### config.mk
export PLATFORM = sky130hd
export DESIGN_NAME = die_select_latch
export DESIGN_NICKNAME = d
export VERILOG_FILES = /design/src/rtl/die_select_latch_pkg.sv /design/src/rtl/die_select_latch_button_debounce.sv /design/src/rtl/die_select_latch.sv
export SDC_FILE = /design/constraint.sdc
export NUM_CORES = 1
export LEC_CHECK = 0
export CORE_MARGIN = 1
export CORE_UTILIZATION = 59
export DETAILED_ROUTE_END_ITERATION = 6
export GPL_TIMING_DRIVEN = 0
export PLACE_DENSITY = 0.77
export SLEW_MARGIN = 30
export SYNTH_ARGS = -nofsm -noshare
export SYNTH_HDL_FRONTEND = slang
export SYNTH_SLANG_ARGS = --single-unit
### constraint.sdc
create_clock -name clk -period 5.2 [get_ports clk]
set_input_delay 0.52 -clock clk [delete_from_list [all_inputs] [get_ports clk]]
set_output_delay 0.52 -clock clk [all_outputs]
set_load 0.02 [all_outputs]
### src/rtl/die_select_latch_pkg.sv
// Shared types and defaults for the die-select button front end.
package die_select_pkg;

  localparam int SEL_W_DEFAULT     = 4;
  localparam int TEST_CODE_DEFAULT = 7;

  typedef enum logic [1:0] {
    IDLE  = 2'd0,
    HELD  = 2'd1,
    MULTI = 2'd2
  } sel_state_t;

  // All-ones code of the given width, reserved for "no valid selection".
  function automatic int unsigned invalid_code(input int unsigned w);
    return (32'd1 << w) - 32'd1;
  endfunction

endpackage

### src/rtl/die_select_latch_button_debounce.sv
// One push-button: two-flop synchroniser followed by a restart-on-bounce
// stability counter that toggles the debounced level.
module button_debounce #(
  parameter int DEBOUNCE_CYCLES = 16
) (
  input  logic clk,
  input  logic rst,
  input  logic raw,
  output logic level
);

  localparam int CW = (DEBOUNCE_CYCLES > 2) ? $clog2(DEBOUNCE_CYCLES) : 1;

  logic          sync_q1;
  logic          sync_q2;
  logic [CW-1:0] cnt;

  always_ff @(posedge clk or posedge rst) begin
    if (rst) begin
      sync_q1 <= 1'b0;
      sync_q2 <= 1'b0;
      cnt     <= '0;
      level   <= 1'b0;
    end else begin
      sync_q1 <= raw;
      sync_q2 <= sync_q1;
      // Any cycle where the synced level agrees restarts the count.
      if (sync_q2 == level) begin
        cnt <= '0;
      end else if (cnt == CW'(DEBOUNCE_CYCLES - 1)) begin
        level <= ~level;
        cnt   <= '0;
      end else begin
        cnt <= cnt + CW'(1);
      end
    end
  end

endmodule

### src/rtl/die_select_latch.sv
// Debounced die-select encoder with press/release commit FSM.
//   state | meaning
//   IDLE  | no debounced button pressed
//   HELD  | exactly one button pressed, its code held as candidate
//   MULTI | more than one button seen since last all-released; no commit
module die_select_latch
  import die_select_pkg::*;
#(
  parameter int NUM_BUTTONS     = 7,
  parameter int SEL_W           = SEL_W_DEFAULT,
  parameter int DEBOUNCE_CYCLES = 16,
  parameter int TEST_IDX        = 6,
  parameter int TEST_CODE       = TEST_CODE_DEFAULT
) (
  input  logic                   clk,
  input  logic                   rst,
  input  logic [NUM_BUTTONS-1:0] buttons,
  output logic [SEL_W-1:0]       dieSelect,
  output logic [SEL_W-1:0]       dieLatched,
  output logic                   selValid,
  output logic                   selError
);

  localparam int                INVALID_INT  = int'(invalid_code(SEL_W));
  localparam logic [SEL_W-1:0] INVALID_CODE = SEL_W'(invalid_code(SEL_W));
  localparam bit CFG_OK = (NUM_BUTTONS - 1 < INVALID_INT)
                       && (TEST_CODE != INVALID_INT)
                       && !((TEST_CODE < NUM_BUTTONS) && (TEST_CODE != TEST_IDX));

  generate
    if (!CFG_OK) begin : g_bad_cfg
      $error("die_select_latch: invalid NUM_BUTTONS/SEL_W/TEST_CODE combination");
    end
  endgenerate

  logic [NUM_BUTTONS-1:0] deb;

  for (genvar gi = 0; gi < NUM_BUTTONS; gi++) begin : g_btn
    button_debounce #(
      .DEBOUNCE_CYCLES(DEBOUNCE_CYCLES)
    ) u_debounce (
      .clk  (clk),
      .rst  (rst),
      .raw  (buttons[gi]),
      .level(deb[gi])
    );
  end

  int unsigned      n_set;
  logic             one_hot;
  logic             any_set;
  logic [SEL_W-1:0] hit_code;
  logic [SEL_W-1:0] enc_code;

  always_comb begin
    n_set    = 0;
    hit_code = '0;
    for (int i = 0; i < NUM_BUTTONS; i++) begin
      if (deb[i]) begin
        n_set    = n_set + 1;
        hit_code = (i == TEST_IDX) ? SEL_W'(TEST_CODE) : SEL_W'(i);
      end
    end
    one_hot  = (n_set == 1);
    any_set  = (n_set != 0);
    enc_code = one_hot ? hit_code : INVALID_CODE;
  end

  sel_state_t       state_q, state_d;
  logic [SEL_W-1:0] cand_q, cand_d;
  logic [SEL_W-1:0] latched_d;
  logic             valid_d, error_d;

  always_ff @(posedge clk or posedge rst) begin
    if (rst) begin
      state_q    <= IDLE;
      cand_q     <= INVALID_CODE;
      dieSelect  <= INVALID_CODE;
      dieLatched <= INVALID_CODE;
      selValid   <= 1'b0;
      selError   <= 1'b0;
    end else begin
      state_q    <= state_d;
      cand_q     <= cand_d;
      dieSelect  <= enc_code;
      dieLatched <= latched_d;
      selValid   <= valid_d;
      selError   <= error_d;
    end
  end

  always_comb begin
    state_d   = state_q;
    cand_d    = cand_q;
    latched_d = dieLatched;
    valid_d   = 1'b0;
    error_d   = 1'b0;
    case (state_q)
      IDLE: begin
        if (one_hot) begin
          state_d = HELD;
          cand_d  = enc_code;
        end else if (any_set) begin
          state_d = MULTI;
          error_d = 1'b1;
        end
      end
      HELD: begin
        if (!any_set) begin
          state_d   = IDLE;
          latched_d = cand_q;
          valid_d   = 1'b1;
        end else if (!one_hot || (enc_code != cand_q)) begin
          // Added a button or swapped without releasing: never commit.
          state_d = MULTI;
          error_d = 1'b1;
        end
      end
      MULTI: begin
        if (!any_set) begin
          state_d = IDLE;
        end
      end
      default: state_d = IDLE;
    endcase
  end

endmodule

# Yosys cells after proc, flatten, opt, wreduce, memory -nomap -nowiden
# Index checks and enable logic that the tools add are counted.
[totals] ff_bits=65 latch_bits=0 ramBits=0 mem_bits_ro=0 out_inout_bits=10 wordCells=138 memories=0
[op_classes] add_sub_neg=13 n_mul=0 div=0 n_lt_le_gt_ge=0 eq_ne=21 shifts=0 n_mux=41 n_bitwise=15 n_reduce_logical=14
[op_table] cell="$add A32 B1 Y32 const B" count=6
[op_table] cell="$mux W32" count=6
[op_table] cell="$mux W4" count=20
[op_table] cell="$eq A32 B1 Y1 const B" count=1
[op_table] cell="$reduce_bool A32 Y1" count=1
[op_table] cell="$add A4 B1 Y4 const B" count=7
[op_table] cell="$eq A4 B4 Y1 const B" count=7
[op_table] cell="$reduce_and A2 Y1" count=9
[op_table] cell="$not A1 Y1" count=15
[op_table] cell="$mux W2" count=5
[op_table] cell="$mux W1" count=8
[op_table] cell="$eq A1 B1 Y1" count=7
[op_table] cell="$ne A3 B3 Y1 const B" count=2
[op_table] cell="$pmux W2 S3" count=1
[op_table] cell="$ne A4 B4 Y1" count=1
[op_table] cell="$reduce_and A3 Y1" count=1
[op_table] cell="$eq A2 B1 Y1 const B" count=1
[op_table] cell="$eq A2 B2 Y1 const B" count=1
[op_table] cell="$logic_not A2 Y1" count=1
[op_table] cell="$ne A2 B2 Y1 const B" count=1
[op_table] cell="$pmux W1 S2" count=1
[op_table] cell="$logic_not A1 Y1" count=1
[op_table] cell="$logic_or A1 B1 Y1" count=1

# Longest topological paths before layout
[logic_depth] word_depth=20 ltp_mapped=20 depth_no_buf=20

# Cells and area by module
# Synthesis repeated with hierarchy kept, for this count alone.
[unflattened] cells_unflattened=248 area_unflattened_um2=3159.3
[modules_own_cells] mod="button_debounce" instances=7 cells_each=19 area_each_um2=274.0 seq_area_each_um2=175.2
[modules_own_cells] mod="die_select_latch" instances=1 cells_each=115 area_each_um2=1241.2 seq_area_each_um2=415.4

# Least setup slack after synthesis
# Ideal clock, no wire load.
[synth_path] path_kind="reg2reg" startpoint="register g_btn[0].u_debounce.level" endpoint="register dieLatched[0]" arrival_ps=4334 path_slack_ps=784 stages_incl_launch_ff=20 n_path_buf=1 period_less_slack_ps=4416 path_cell_list="dfrtp_1 ha_1 nor2b_1 or2_2 ha_1 mux2_2 ha_1 nand2_1 nand3_1 ha_1 nor2b_1 a31oi_1 ha_1 nand2_1 xnor3_1 and3_1 nor3_1 or4_1 buf_2 mux2_4"
[synth_between] elab_chain_cells=16
[synth_rtl] item="start: declaration" line="die_select_latch_button_debounce.sv:9" source="output logic level"
[synth_rtl] item="start signal: assignment" line="die_select_latch_button_debounce.sv:31" source="level <= ~level;"
[synth_rtl] item="$mux W1 (*)" line="die_select_latch.sv:59" source="if (deb[i]) begin"
[synth_rtl] item="$add A32 B1 Y32" line="die_select_latch.sv:60" source="n_set = n_set + 1;"
[synth_rtl] item="$mux W32 (*)" line="die_select_latch.sv:59"
[synth_rtl] item="$add A32 B1 Y32" line="die_select_latch.sv:60"
[synth_rtl] item="$mux W32 (*)" line="die_select_latch.sv:59"
[synth_rtl] item="$add A32 B1 Y32" line="die_select_latch.sv:60"
[synth_rtl] item="$mux W32 (*)" line="die_select_latch.sv:59"
[synth_rtl] item="$add A32 B1 Y32" line="die_select_latch.sv:60"
[synth_rtl] item="$mux W32 (*)" line="die_select_latch.sv:59"
[synth_rtl] item="$add A32 B1 Y32" line="die_select_latch.sv:60"
[synth_rtl] item="$mux W32 (*)" line="die_select_latch.sv:59"
[synth_rtl] item="$add A32 B1 Y32" line="die_select_latch.sv:60"
[synth_rtl] item="$mux W32 (*)" line="die_select_latch.sv:59"
[synth_rtl] item="$reduce_bool A32 Y1 (*)" line="die_select_latch.sv:65" source="any_set = (n_set != 0);"
[synth_rtl] item="$not A1 Y1 (no line) (*)"
[synth_rtl] item="$reduce_and A2 Y1 (no line) (*)"
[synth_rtl] item="end signal: assignment" line="die_select_latch.sv:86" source="dieLatched <= latched_d;"
[synth_rtl] item="end: declaration" line="die_select_latch.sv:19" source="output logic [SEL_W-1:0] dieLatched,"
# Mark *: on every way between the ends. The rest lies on a longest branch, timed or not.
# A chain may end at the register's enable or synchronous reset.

# Final worst setup path
[layout_path] startpoint="register g_btn[0].u_debounce.level" endpoint="register dieLatched[2]"
# The elaborated chain is that of the path after synthesis.

==> out/qor.yml <==
ir_drop_mv: 0.236
yosys_register_bits: 65
synthFlopType: "dfrtp_1"
startpoint: "g_btn[0].u_debounce.level$_DFFE_PP0P_"
clock_skew_ns: 0.0101
crit_path_start_kind: "flop"
avgSynthCellArea_um2: 11.7
die_x_um: 73.9
routabilityCongestion: 0.839
fin_util_pct: 73.6
async_flop_share_pct: 100
syn_area_um2: 3050
rr_startpoint: "g_btn[0].u_debounce.level$_DFFE_PP0P_"
cp-end-kind: "flop"
grt_pass1_wl_um: 8180
place_hpwl_um: 3240
die_y_um: 73.9
drc: 0
placementRows: 25
maxCapViolCount: 0
grt_max_degree: 36
avgRoutedWirePerCell_um: 13.0
layout_common_cells: "53 x dfrtp_1, 21 x xnor2_1, 18 x clkdlybuf4s50_1, 14 x inv_1, 14 x a21oi_1"
max_freq_ghz: 0.209
drt_iter0_drc: 96
grt_overflow: 0
min_path_type: "reg2reg"
slew_headroom_pct: 63.9
syn_inst: 261
fin_area_um2: 3570
drtAntennaViolNets: 0
cts_hold_buf: 0
clk_pin_slew_ns: 0.07
rsz0062_at_grt: "false"
antenna_found_initial: 0
layout_commonest_cell: "dfrtp_1"
synth_seq_area_share_pct: 53.8
grt_usage_pct: 20.6
status: "complete, no violations"
cp.required_ns: 5.47
ios: 19
synth-edff-count: 0
vias: 1961
power_density_nw_per_um2: 301
layout-drive-gt1-share_pct: 18.6
cts_tree: "yes"
synth_cell_types: 49
yosys_warnings: 0
timing.hold.ws_ns: 0.348
core_um2: 4850
area_growth_pct: 17.1
criticalPathCategory: "reg2reg"
syn_nets: 283
min_period_ns: 4.79
crit_arrival_ns: 5.07
diodes: 0
drt_wl_total_um: 4720
cts_root_buf: "clkbuf_8"
hp-start: "g_btn[1].u_debounce.sync_q1$_DFF_PP0_"
first_global_vias: 1894
worstSkewPairLatency_ns: 0.35
cp_max_fo: 5
dieArea_um2: 5460
numCtsBuffers: 9
postPlaceCellArea_um2: 3340
final-setup-viol-count: 0
p_leak_nw: 1.58
dr.pass1.iters: 4
portBuffers: 18
initial_core_util_pct: 62.9
clockBufferDepth: 2
clock-sinks: 65
hold_viol: 0
slew_viol_final: 0
min_period_over_period_pct: 92.2
finalSetupTns_ns: 0
viasPerCell: 5.40
cts_max_level: 3
finalNetCount: 313
worstMarginPinSlew_ns: 0.538
-- worst max-delay path, stage by stage, from the launching register on --
cell	delay (ns)
dfrtp_1	0.40
inv_1	0.07
ha_1	0.37
xnor2_1	0.22
inv_1	0.07
ha_1	0.32
mux2_2	0.27
ha_1	0.33
nand2_1	0.09
nand3_1	0.09
ha_1	0.34
nor2b_1	0.17
a31oi_1	0.07
ha_1	0.19
nand2_1	0.11
xnor3_1	0.42
nor2_1	0.13
nor3_2	0.08
or4_1	0.50
buf_2	0.19
mux2_4	0.30
-- routing by layer --
| layer | share of wire (%) | GRT usage [%] | wire, um |
|---|---|---|---|
| met2 | 48 | 33.5 | 2270 |
| met5 | 0 | 0 | 0 |
| met1 | 46 | 24.5 | 2180 |
| met4 | 1.8 | 10.7 | 87 |
| met3 | 3.7 | 6.45 | 173 |
-- cell usage after synthesis, types with 2 or more instances --
master | n | area (um2)
and2_1 | 2 | 12.5
inv_1 | 15 | 56.3
inv_2 | 2 | 7.51
ha_1 | 13 | 163
o21ai_1 | 2 | 10.0
buf_2 | 4 | 20.0
mux2_4 | 4 | 60.1
a211oi_1 | 2 | 15.0
nand2b_1 | 2 | 12.5
o21ai_0 | 5 | 25.0
nand3_1 | 10 | 50.1
a31oi_1 | 5 | 31.3
dfrtp_1 | 53 | 1330
a21o_1 | 2 | 15.0
buf_1 | 2 | 7.51
a311oi_1 | 8 | 70.1
dfstp_2 | 12 | 315
nand2_1 | 10 | 37.5
clkbuf_1 | 2 | 7.51
xor2_1 | 3 | 26.3
or2_2 | 2 | 12.5
nor2b_1 | 10 | 62.6
nor4b_1 | 2 | 17.5
a21oi_1 | 14 | 70.1
mux2i_1 | 3 | 30.0
mux2_2 | 8 | 90.1
o211ai_1 | 2 | 15.0
or3_1 | 2 | 12.5
nand4b_1 | 5 | 43.8
nor3_1 | 5 | 25.0
nand3b_1 | 2 | 15.0
nor2_1 | 11 | 41.3
xnor2_1 | 21 | 184
-- final timing paths --
check / end / slack, ns / cells past startpoint
worst min-delay path: g_btn[1].u_debounce.sync_q2$_DFF_PP0_ / 0.35 / 0
worst max register to register: dieLatched[2]$_DFFE_PP1P_ / 0.41 / 20
worst max-delay path: dieLatched[2]$_DFFE_PP1P_ / 0.41 / 20
min in group asynchronous: g_btn[5].u_debounce.cnt[0]$_DFF_PP0_ / 0.51 / 2
worst min register to register: g_btn[1].u_debounce.sync_q2$_DFF_PP0_ / 0.35 / 0
max in group asynchronous: dieSelect[3]$_DFF_PP1_ / 4.13 / 3
-- registers in the layout, indices dropped and copies added (netlist names) --
register	cells
g_btn.u_debounce.cnt	28
g_btn.u_debounce.level	7
g_btn.u_debounce.sync_q1	7
g_btn.u_debounce.sync_q2	7
cand_q	4
dieLatched	4
dieSelect	4
state_q	2
selError	1
selValid	1
-- area by class of cell --
cell class | count | area [um2]
inverters | 17 | 66.3
multi-input cells | 170 | 1310
fillers | 360 | 1280
clock buffers | 10 | 138
repair buffers | 19 | 200
well taps | 67 | 83.8
plain buffers | 9 | 42.5
clock inverters | 6 | 91.3
flip-flops and latches | 65 | 1640
-- per-stage QoR --
step / power [mW] / instances / setup WS [ns]
finish: 1.07 / 363 / 0.405
global route: 1.12 / 363 / 0.0870
CTS: 1.09 / 363 / 0.322
detailed placement: 0.605 / 347 / 0.330
global placement: 0.599 / 346 / 0.476
floorplan: 0.584 / 261 / 0.784
-- cell families after synthesis --
logic type	Yosys count	synth area share, %
and+or+nand+nor	71	13.4
adders and majority gates	13	5.33
AOI/OAI and AO/OA	45	9.64
DFF	65	53.8
xor gates and xnor gates	26	8.41
buffers and inverters	26	3.49
muxes	15	5.91
-- power breakdown --
group          total [mW]  switching (mW)  leakage [nW]  internal, mW
registers           0.542          0.0170         0.815         0.525
clock network       0.480           0.197         0.105         0.283
logic              0.0525          0.0265         0.664        0.0260
total                1.07           0.240          1.58         0.835
-- what timing repair did --
item,4_1_cts,5_1_grt
setup buffers,0,0
setup endpoints to repair,0,7
hold endpoints to repair,0,0
gates resized for setup,0,1
Note: power is estimated with default switching activity, not from simulation.
